`src/rtl/spi_cfg_regfile.sv`:
```
// SPI-slave (mode 0) configuration register file: NUM_REGS x DATA_W registers,
// atomic writes, MISO read-back, malformed frames rejected and counted.
module spi_cfg_regfile #(
  parameter int unsigned DATA_W      = 24,
  parameter int unsigned ADDR_W      = 2,
  parameter int unsigned NUM_REGS    = 4,
  parameter int unsigned SYNC_STAGES = 2,
  parameter logic [NUM_REGS*DATA_W-1:0] RESET_VAL = {72'h0, 24'h507380}
) (
  input  logic                         CLK,
  input  logic                         RST,
  input  logic                         SCK,
  input  logic                         MOSI,
  input  logic                         CS,
  output logic                         MISO,
  output logic                         MISO_OE,
  output logic [NUM_REGS*DATA_W-1:0]   cfg_flat,
  output logic                         upd,
  output logic [ADDR_W-1:0]            upd_addr,
  output logic                         busy,
  output logic [7:0]                   err_cnt
);

  localparam int unsigned FRAME_LEN = 1 + ADDR_W + DATA_W;
  localparam int unsigned HDR_LEN   = 1 + ADDR_W;
  localparam int unsigned CNT_W     = $clog2(FRAME_LEN + 2);
  localparam logic [CNT_W-1:0]  CNT_FULL = CNT_W'(FRAME_LEN);
  localparam logic [CNT_W-1:0]  CNT_SAT  = CNT_W'(FRAME_LEN + 1);
  localparam logic [CNT_W-1:0]  CNT_HDR  = CNT_W'(HDR_LEN);
  localparam logic [ADDR_W:0]   NREGS    = (ADDR_W + 1)'(NUM_REGS);

  typedef enum logic [1:0] {IDLE, CMD, DATA, DONE} state_t;

  logic [SYNC_STAGES-1:0] sck_sync, mosi_sync, cs_sync;
  logic                   sck_d, cs_d;
  logic                   sck_s, mosi_s, cs_s;
  logic                   sck_rise, sck_fall, cs_rise, cs_fall;

  state_t                 state;
  logic [CNT_W-1:0]       cnt;
  logic [FRAME_LEN-1:0]   rx_sr;
  logic [DATA_W-1:0]      tx_sr;
  logic [DATA_W-1:0]      regs [NUM_REGS];

  logic [ADDR_W-1:0]      hdr_addr, commit_addr;
  logic                   commit_rw, frame_ok;
  logic [DATA_W-1:0]      rd_word, commit_data;

  // CS chain resets high so a released reset never looks like a CS fall.
  always_ff @(posedge CLK or posedge RST) begin
    if (RST) begin
      sck_sync  <= '0;
      mosi_sync <= '0;
      cs_sync   <= '1;
      sck_d     <= 1'b0;
      cs_d      <= 1'b1;
    end else begin
      sck_sync  <= {sck_sync[SYNC_STAGES-2:0], SCK};
      mosi_sync <= {mosi_sync[SYNC_STAGES-2:0], MOSI};
      cs_sync   <= {cs_sync[SYNC_STAGES-2:0], CS};
      sck_d     <= sck_sync[SYNC_STAGES-1];
      cs_d      <= cs_sync[SYNC_STAGES-1];
    end
  end

  assign sck_s    = sck_sync[SYNC_STAGES-1];
  assign mosi_s   = mosi_sync[SYNC_STAGES-1];
  assign cs_s     = cs_sync[SYNC_STAGES-1];
  assign sck_rise = sck_s & ~sck_d;
  assign sck_fall = ~sck_s & sck_d;
  assign cs_rise  = cs_s & ~cs_d;
  assign cs_fall  = ~cs_s & cs_d;

  assign hdr_addr    = rx_sr[ADDR_W-1:0];
  assign commit_rw   = rx_sr[FRAME_LEN-1];
  assign commit_addr = rx_sr[FRAME_LEN-2 -: ADDR_W];
  assign commit_data = rx_sr[DATA_W-1:0];
  assign frame_ok    = (cnt == CNT_FULL) && ({1'b0, commit_addr} < NREGS);

  always_comb begin
    rd_word = '0;
    for (int unsigned i = 0; i < NUM_REGS; i++) begin
      if (hdr_addr == ADDR_W'(i)) rd_word = regs[i];
    end
  end

  always_comb begin
    cfg_flat = '0;
    for (int unsigned i = 0; i < NUM_REGS; i++) begin
      cfg_flat[i*DATA_W +: DATA_W] = regs[i];
    end
  end

  assign busy = (state != IDLE);
  assign MISO = tx_sr[DATA_W-1];

  always_ff @(posedge CLK or posedge RST) begin
    if (RST) begin
      state    <= IDLE;
      cnt      <= '0;
      rx_sr    <= '0;
      tx_sr    <= '0;
      MISO_OE  <= 1'b0;
      upd      <= 1'b0;
      upd_addr <= '0;
      err_cnt  <= '0;
      for (int unsigned i = 0; i < NUM_REGS; i++) begin
        regs[i] <= RESET_VAL[i*DATA_W +: DATA_W];
      end
    end else begin
      upd <= 1'b0;
      case (state)
        IDLE: begin
          if (cs_fall) begin
            state <= CMD;
            cnt   <= '0;
            rx_sr <= '0;
          end
        end
        CMD, DATA: begin
          // CS edges win over a coincident SCK edge.
          if (cs_rise) begin
            state   <= DONE;
            tx_sr   <= '0;
            MISO_OE <= 1'b0;
          end else if (!cs_s) begin
            if (sck_rise) begin
              rx_sr <= {rx_sr[FRAME_LEN-2:0], mosi_s};
              if (cnt != CNT_SAT) cnt <= cnt + 1'b1;
            end else if (sck_fall) begin
              if (state == CMD && cnt == CNT_HDR) begin
                state <= DATA;
                if (rx_sr[ADDR_W]) begin
                  tx_sr   <= rd_word;
                  MISO_OE <= 1'b1;
                end
              end else if (state == DATA && MISO_OE) begin
                tx_sr <= {tx_sr[DATA_W-2:0], 1'b0};
              end
            end
          end
        end
        DONE: begin
          if (frame_ok) begin
            if (!commit_rw) begin
              for (int unsigned i = 0; i < NUM_REGS; i++) begin
                if (commit_addr == ADDR_W'(i)) regs[i] <= commit_data;
              end
              upd      <= 1'b1;
              upd_addr <= commit_addr;
            end
          end else if (err_cnt != '1) begin
            err_cnt <= err_cnt + 8'd1;
          end
          if (cs_fall) begin
            state <= CMD;
            cnt   <= '0;
            rx_sr <= '0;
          end else begin
            state <= IDLE;
          end
        end
        default: state <= IDLE;
      endcase
    end
  end

endmodule
```
`config.mk`:
```
export PLATFORM = sky130hd
export DESIGN_NAME = spi_cfg_regfile
export DESIGN_NICKNAME = d
export VERILOG_FILES = /design/src/rtl/spi_cfg_regfile.sv
export SDC_FILE = /design/constraint.sdc
export NUM_CORES = 1
export LEC_CHECK = 0
export CELL_PAD_IN_SITES_DETAIL_PLACEMENT = 1
export CELL_PAD_IN_SITES_GLOBAL_PLACEMENT = 1
export CORE_MARGIN = 3
export CORE_UTILIZATION = 44
export CTS_CLUSTER_DIAMETER = 200
export DETAILED_ROUTE_END_ITERATION = 8
export HOLD_SLACK_MARGIN = 0.12
export PLACE_DENSITY_LB_ADDON = 0.1
export SLEW_MARGIN = 20
export SYNTH_ARGS = -nofsm -noshare
export SYNTH_HDL_FRONTEND = slang
export SYNTH_SLANG_ARGS = --single-unit
export TNS_END_PERCENT = 100
```
`constraint.sdc`:
```
create_clock -name CLK -period 7.2 [get_ports CLK]
set_input_delay 1.8 -clock CLK [delete_from_list [all_inputs] [get_ports CLK]]
set_output_delay 1.8 -clock CLK [all_outputs]
set_load 0.03 [all_outputs]
```
-- Word-level counts from Yosys, hierarchy flattened
Cells that the tools add are included.
- add/sub/neg operators: 2
- multiply operators: 0
- divide/modulo/power cells: 0
- order comparisons: 0
- eq/ne operators: 26
- shift operators: 0
- muxes and demuxes: 39
- bitwise operators: 10
- reduce and logical (&&, ||, !) cells: 23
- operators by type and width (cell ; number):
    $mux 24 ; 11
    $mux 27 ; 4
    $pmux 27 s2 ; 1
    $mux 5 ; 5
    $reduce_and 4->1 ; 5
    $ne 3x3->1 const B ; 5
    $eq 2x2->1 const B ; 6
    $mux 2 ; 6
    $reduce_and 6->1 ; 2
    $mux 1 ; 10
    $ne 2x2->1 const B ; 5
    $pmux 5 s2 ; 1
    $reduce_and 5->1 ; 2
    $add 8x1->8 const B ; 1
    $ne 8x8->1 const B ; 1
    $reduce_bool 2->1 ; 4
    $eq 2x1->1 const B ; 3
    $logic_not 2->1 ; 3
    $ne 2x1->1 const B ; 3
    $not 1->1 ; 6
    $pmux 2 s3 ; 1
    $reduce_and 3->1 ; 2
    $add 5x1->5 const B ; 1
    $eq 5x2->1 const B ; 1
    other kinds (6) ; 11
- flip-flop bits (word level): 174
- bits in latches: 0
- memory bits (writable): 0
- ROM bits: 0
- word-level logic and storage cells: 117
- memories: 0

-- Longest topological paths before layout
- word-level depth: 11
- gate-level depth with buffers: 8

-- Worst setup path before layout
No wires, ideal clock.
- kind: register to output
- start point: reg state[0]
- end point: out busy
- arrival time: 0.875 ns
- data required time: 5.400 ns
- path slack: 4.525 ns
- stages on the path, launching flop included: 4
- cell sequence: dfrtp_1 -> inv_1 -> ha_1 -> inv_1
- word-level cells in the longest chain between the ends: 1
- RTL lines (element ; RTL line ; text):
    from (decl) ; 39 ; state_t state;
    from (signal assigned) ; 99 ; state <= IDLE;
    from (signal assigned) ; 115 ; state <= CMD;
    from (signal assigned) ; 123 ; state <= DONE;
    $reduce_bool 2->1 ; 94 ; assign busy = (state != IDLE);
    to (decl) ; 20 ; output logic busy,
Every way passes these cells.

-- Worst setup path after layout
Same ends and word-level chain as after synthesis.

==> impl_metrics.json <==
{
  "slew_viol_final": 0,
  "setup_ws_ps": 3460,
  "grt_remaining_overflow": 0,
  "yosysWarningCount": 0,
  "syn_area_per_cell_um2": 13.8,
  "post_cts_buffers": 0,
  "clk_path_buf_depth": 2,
  "yosysTopAreaCellShare": 0.537,
  "ctsHoldBuffers": 0,
  "layout-drive-gt1-share": 0.274,
  "crit_top_cell": "inv_1",
  "finalCritPeriodShare": 0.519,
  "leakage_uw": 0.00419,
  "cts_buffers": 17,
  "cts_max_level": 4,
  "place.gp.congestion": 0.757,
  "switchingPower_uw": 766,
  "synth_top_area_cell": "dfrtp_1",
  "syn2layout_area_growth_pct": 25.3,
  "core_mm2": 0.0168,
  "dieHeight_um": 137,
  "port_buffers": 114,
  "switching_share": 0.305,
  "drt_pre_antenna_iters": 4,
  "die_x_um": 137,
  "fin_crit_ps": 3740,
  "slowest_stage": "clkdlybuf4s50_1",
  "intPower_uw": 1740,
  "worst_setup_path_end_kind": "output pin",
  "grt_pass1_wl_um": 30700,
  "syn_nets": 564,
  "cts.sinks": 174,
  "path_clk_slew_ps": 70,
  "synth_edf_count": 0,
  "max_cap_violations": 0,
  "powerDensity_mw_per_mm2": 263,
  "synth-seq-area-share": 0.575,
  "cts_root_buffer": "clkbuf_16",
  "grt_usage": 0.213,
  "rsz0062_at_grt": "false",
  "seqCellArea_mm2": 0.00437,
  "pre_cts_ws_ps": 3260,
  "hold_slack_ps": 350,
  "antennaDiodeCount": 0,
  "ios": 115,
  "ys_seq_elements": 174,
  "clock.fmax_mhz": 268,
  "grt_max_degree": 114,
  "critPathKind": "flop to output pin",
  "fin_nets": 670,
  "syn_inst": 551,
  "worst_setup_path_start_kind": "flop",
  "slowest_delay_ps": 680,
  "relSlewSlack": 0.301,
  "grt_pass1_vias": 5397,
  "tns_ps": 0,
  "drc": 0,
  "finClkSkew_ps": 12.5,
  "cp.required_ps": 5400,
  "pwr-share-seq": 0.448,
  "ys_top_cells_by_area": "dfrtp_1 54%, mux2_2 15%, mux4_2 7.1%",
  "synth_ff_type": "dfrtp_1",
  "p_comb_frac": 0.179,
  "viasPerCell": 5.59,
  "cts_resized": 0,
  "multi_input_area_mm2": 0.00305,
  "async_reset_ff_frac": 1.00,
  "peakVddDrop_mv": 0.217,
  "cts_tree": "yes",
  "synthesis.area_mm2": 0.00760,
  "crit_arrival_ps": 1940,
  "hpwl_um": 11800,
  "setup_viol": 0,
  "antenna_found_initial": 0,
  "hold_viol_final": 0,
  "num_rows": 47,
  "postRouteAntennaNets": 0,
  "start_util": 0.453,
  "die-area_mm2": 0.0189,
  "synth_commonest_cells": "163 x dfrtp_1, 101 x mux2_2, 59 x nand2_1",
  "wl_per_cell_um": 21.6,
  "synth.distinct_cells": 50,
  "crit_chain": "inv_1, ha_1, inv_1, clkdlybuf4s50_1",
  "vias": 4967,
  "status": "completed",
  "hold_class": "flop to flop",
  "fill_cells": 1633,
  "pwr-share-clk": 0.374,
  "path_max_fanout": 4,
  "synthMostInstantiatedCell": "dfrtp_1",
  "worst_pin_slew_ps": 1050,
  "wl_um": 19200,
  "insertion_delay_ps": 430,
  "dr.first_iter.drc_count": 227
}
## worst paths after layout
| path | start | end | slack [ps] | cells after the start |
|---|---|---|---|---|
| min in group asynchronous | RST | cfg_flat[93]$_DFFE_PP0P_ | 1910 | 2 |
| worst min-delay path | mosi_sync[0]$_DFF_PP0_ | mosi_sync[1]$_DFF_PP0_ | 350 | 0 |
| worst min register to register | mosi_sync[0]$_DFF_PP0_ | mosi_sync[1]$_DFF_PP0_ | 350 | 0 |
| max in group asynchronous | RST | cfg_flat[91]$_DFFE_PP0P_ | 3950 | 3 |
| worst max register to register | cnt[1]$_DFFE_PP0P_ | cfg_flat[19]$_DFFE_PP0P_ | 4320 | 6 |
| worst max-delay path | state[0]$_DFFE_PP0P_ | busy | 3460 | 4 |
## flip-flops by register name (all words and copies together), names as in the netlist, 5 cells and up
signal    flops
cfg_flat     96
rx_sr        27
cnt           5
err_cnt       8
tx_sr        24
## cell usage in the layout (no fill, tap or decap), types with 2 or more instances in the layout
| master | n |
|---|---|
| nor2_1 | 4 |
| ha_1 | 8 |
| nand3_1 | 8 |
| nor3_1 | 3 |
| mux4_2 | 24 |
| bufinv_16 | 3 |
| a221oi_1 | 2 |
| nand2_1 | 59 |
| a21oi_1 | 2 |
| a221o_1 | 23 |
| o21ai_0 | 30 |
| xor2_1 | 2 |
| nand2b_1 | 5 |
| clkdlybuf4s50_1 | 114 |
| buf_4 | 6 |
| mux2_2 | 101 |
| inv_1 | 8 |
| dfstp_2 | 11 |
| and3_1 | 3 |
| clkbuf_1 | 2 |
| a211oi_4 | 2 |
| clkbuf_16 | 17 |
| clkinv_2 | 5 |
| nand3b_1 | 2 |
| nor2b_1 | 26 |
| dfrtp_1 | 162 |
| and3b_1 | 2 |
| mux2i_1 | 3 |
| a21o_1 | 2 |
## through the flow
stage          instance area, um2  utilization  std cells  total power (uW)
6_report                     9520        0.568        889              2510
5_1_grt                      9520        0.568        889              2630
4_1_cts                      9510        0.567        888              2530
3_5_place_dp                 8920        0.532        857              1590
3_3_place_gp                 8920        0.532        857              1560
2_1_floorplan                7600            -        551              1430
## final cells by class
type                       instances  area share
sequential                       174       0.459
multi-input combinational        334       0.320
timing repair buffer             121       0.126
clock buffer                      20      0.0469
tap                              220      0.0289
clock inverter                    11      0.0147
inverter                           9     0.00434
## cell families (layout without fill, tap and decap cells)
group | after synthesis | after routing | share of synthesized area
flops | 174 | 174 | 0.575
mux | 129 | 129 | 0.226
fa+ha+maj | 8 | 8 | 0.0132
buf+inv | 43 | 161 | 0.0262
simple gates | 123 | 123 | 0.0866
xor+xnor | 3 | 3 | 0.00346
compound gates | 71 | 71 | 0.0696
## per-layer routing
metal  GRT usage  share of wire  vias up  wire [um]
met2       0.344           0.49      101       9490
met4      0.0532         0.0095        0        182
li1            -              -     2208          -
met5           0              0        -          0
met3      0.0431          0.033       15        636
met1       0.298           0.46     2643       8870
## critical path: cells and delay by family (launching register included)
| family | cells | cell delay, ps |
|---|---|---|
| buf+inv | 3 | 900 |
| flops | 1 | 370 |
| fa+ha+maj | 1 | 240 |
## power groups by stage
stage	Combinational (uW)	Clock (uW)	Sequential, uW
6_report	448	937	1120
5_1_grt	487	1000	1140
4_1_cts	455	954	1120
3_5_place_dp	447	0	1140
3_3_place_gp	425	0	1140
2_1_floorplan	333	0	1100
No activity file was read; power rests on OpenSTA's default activity.
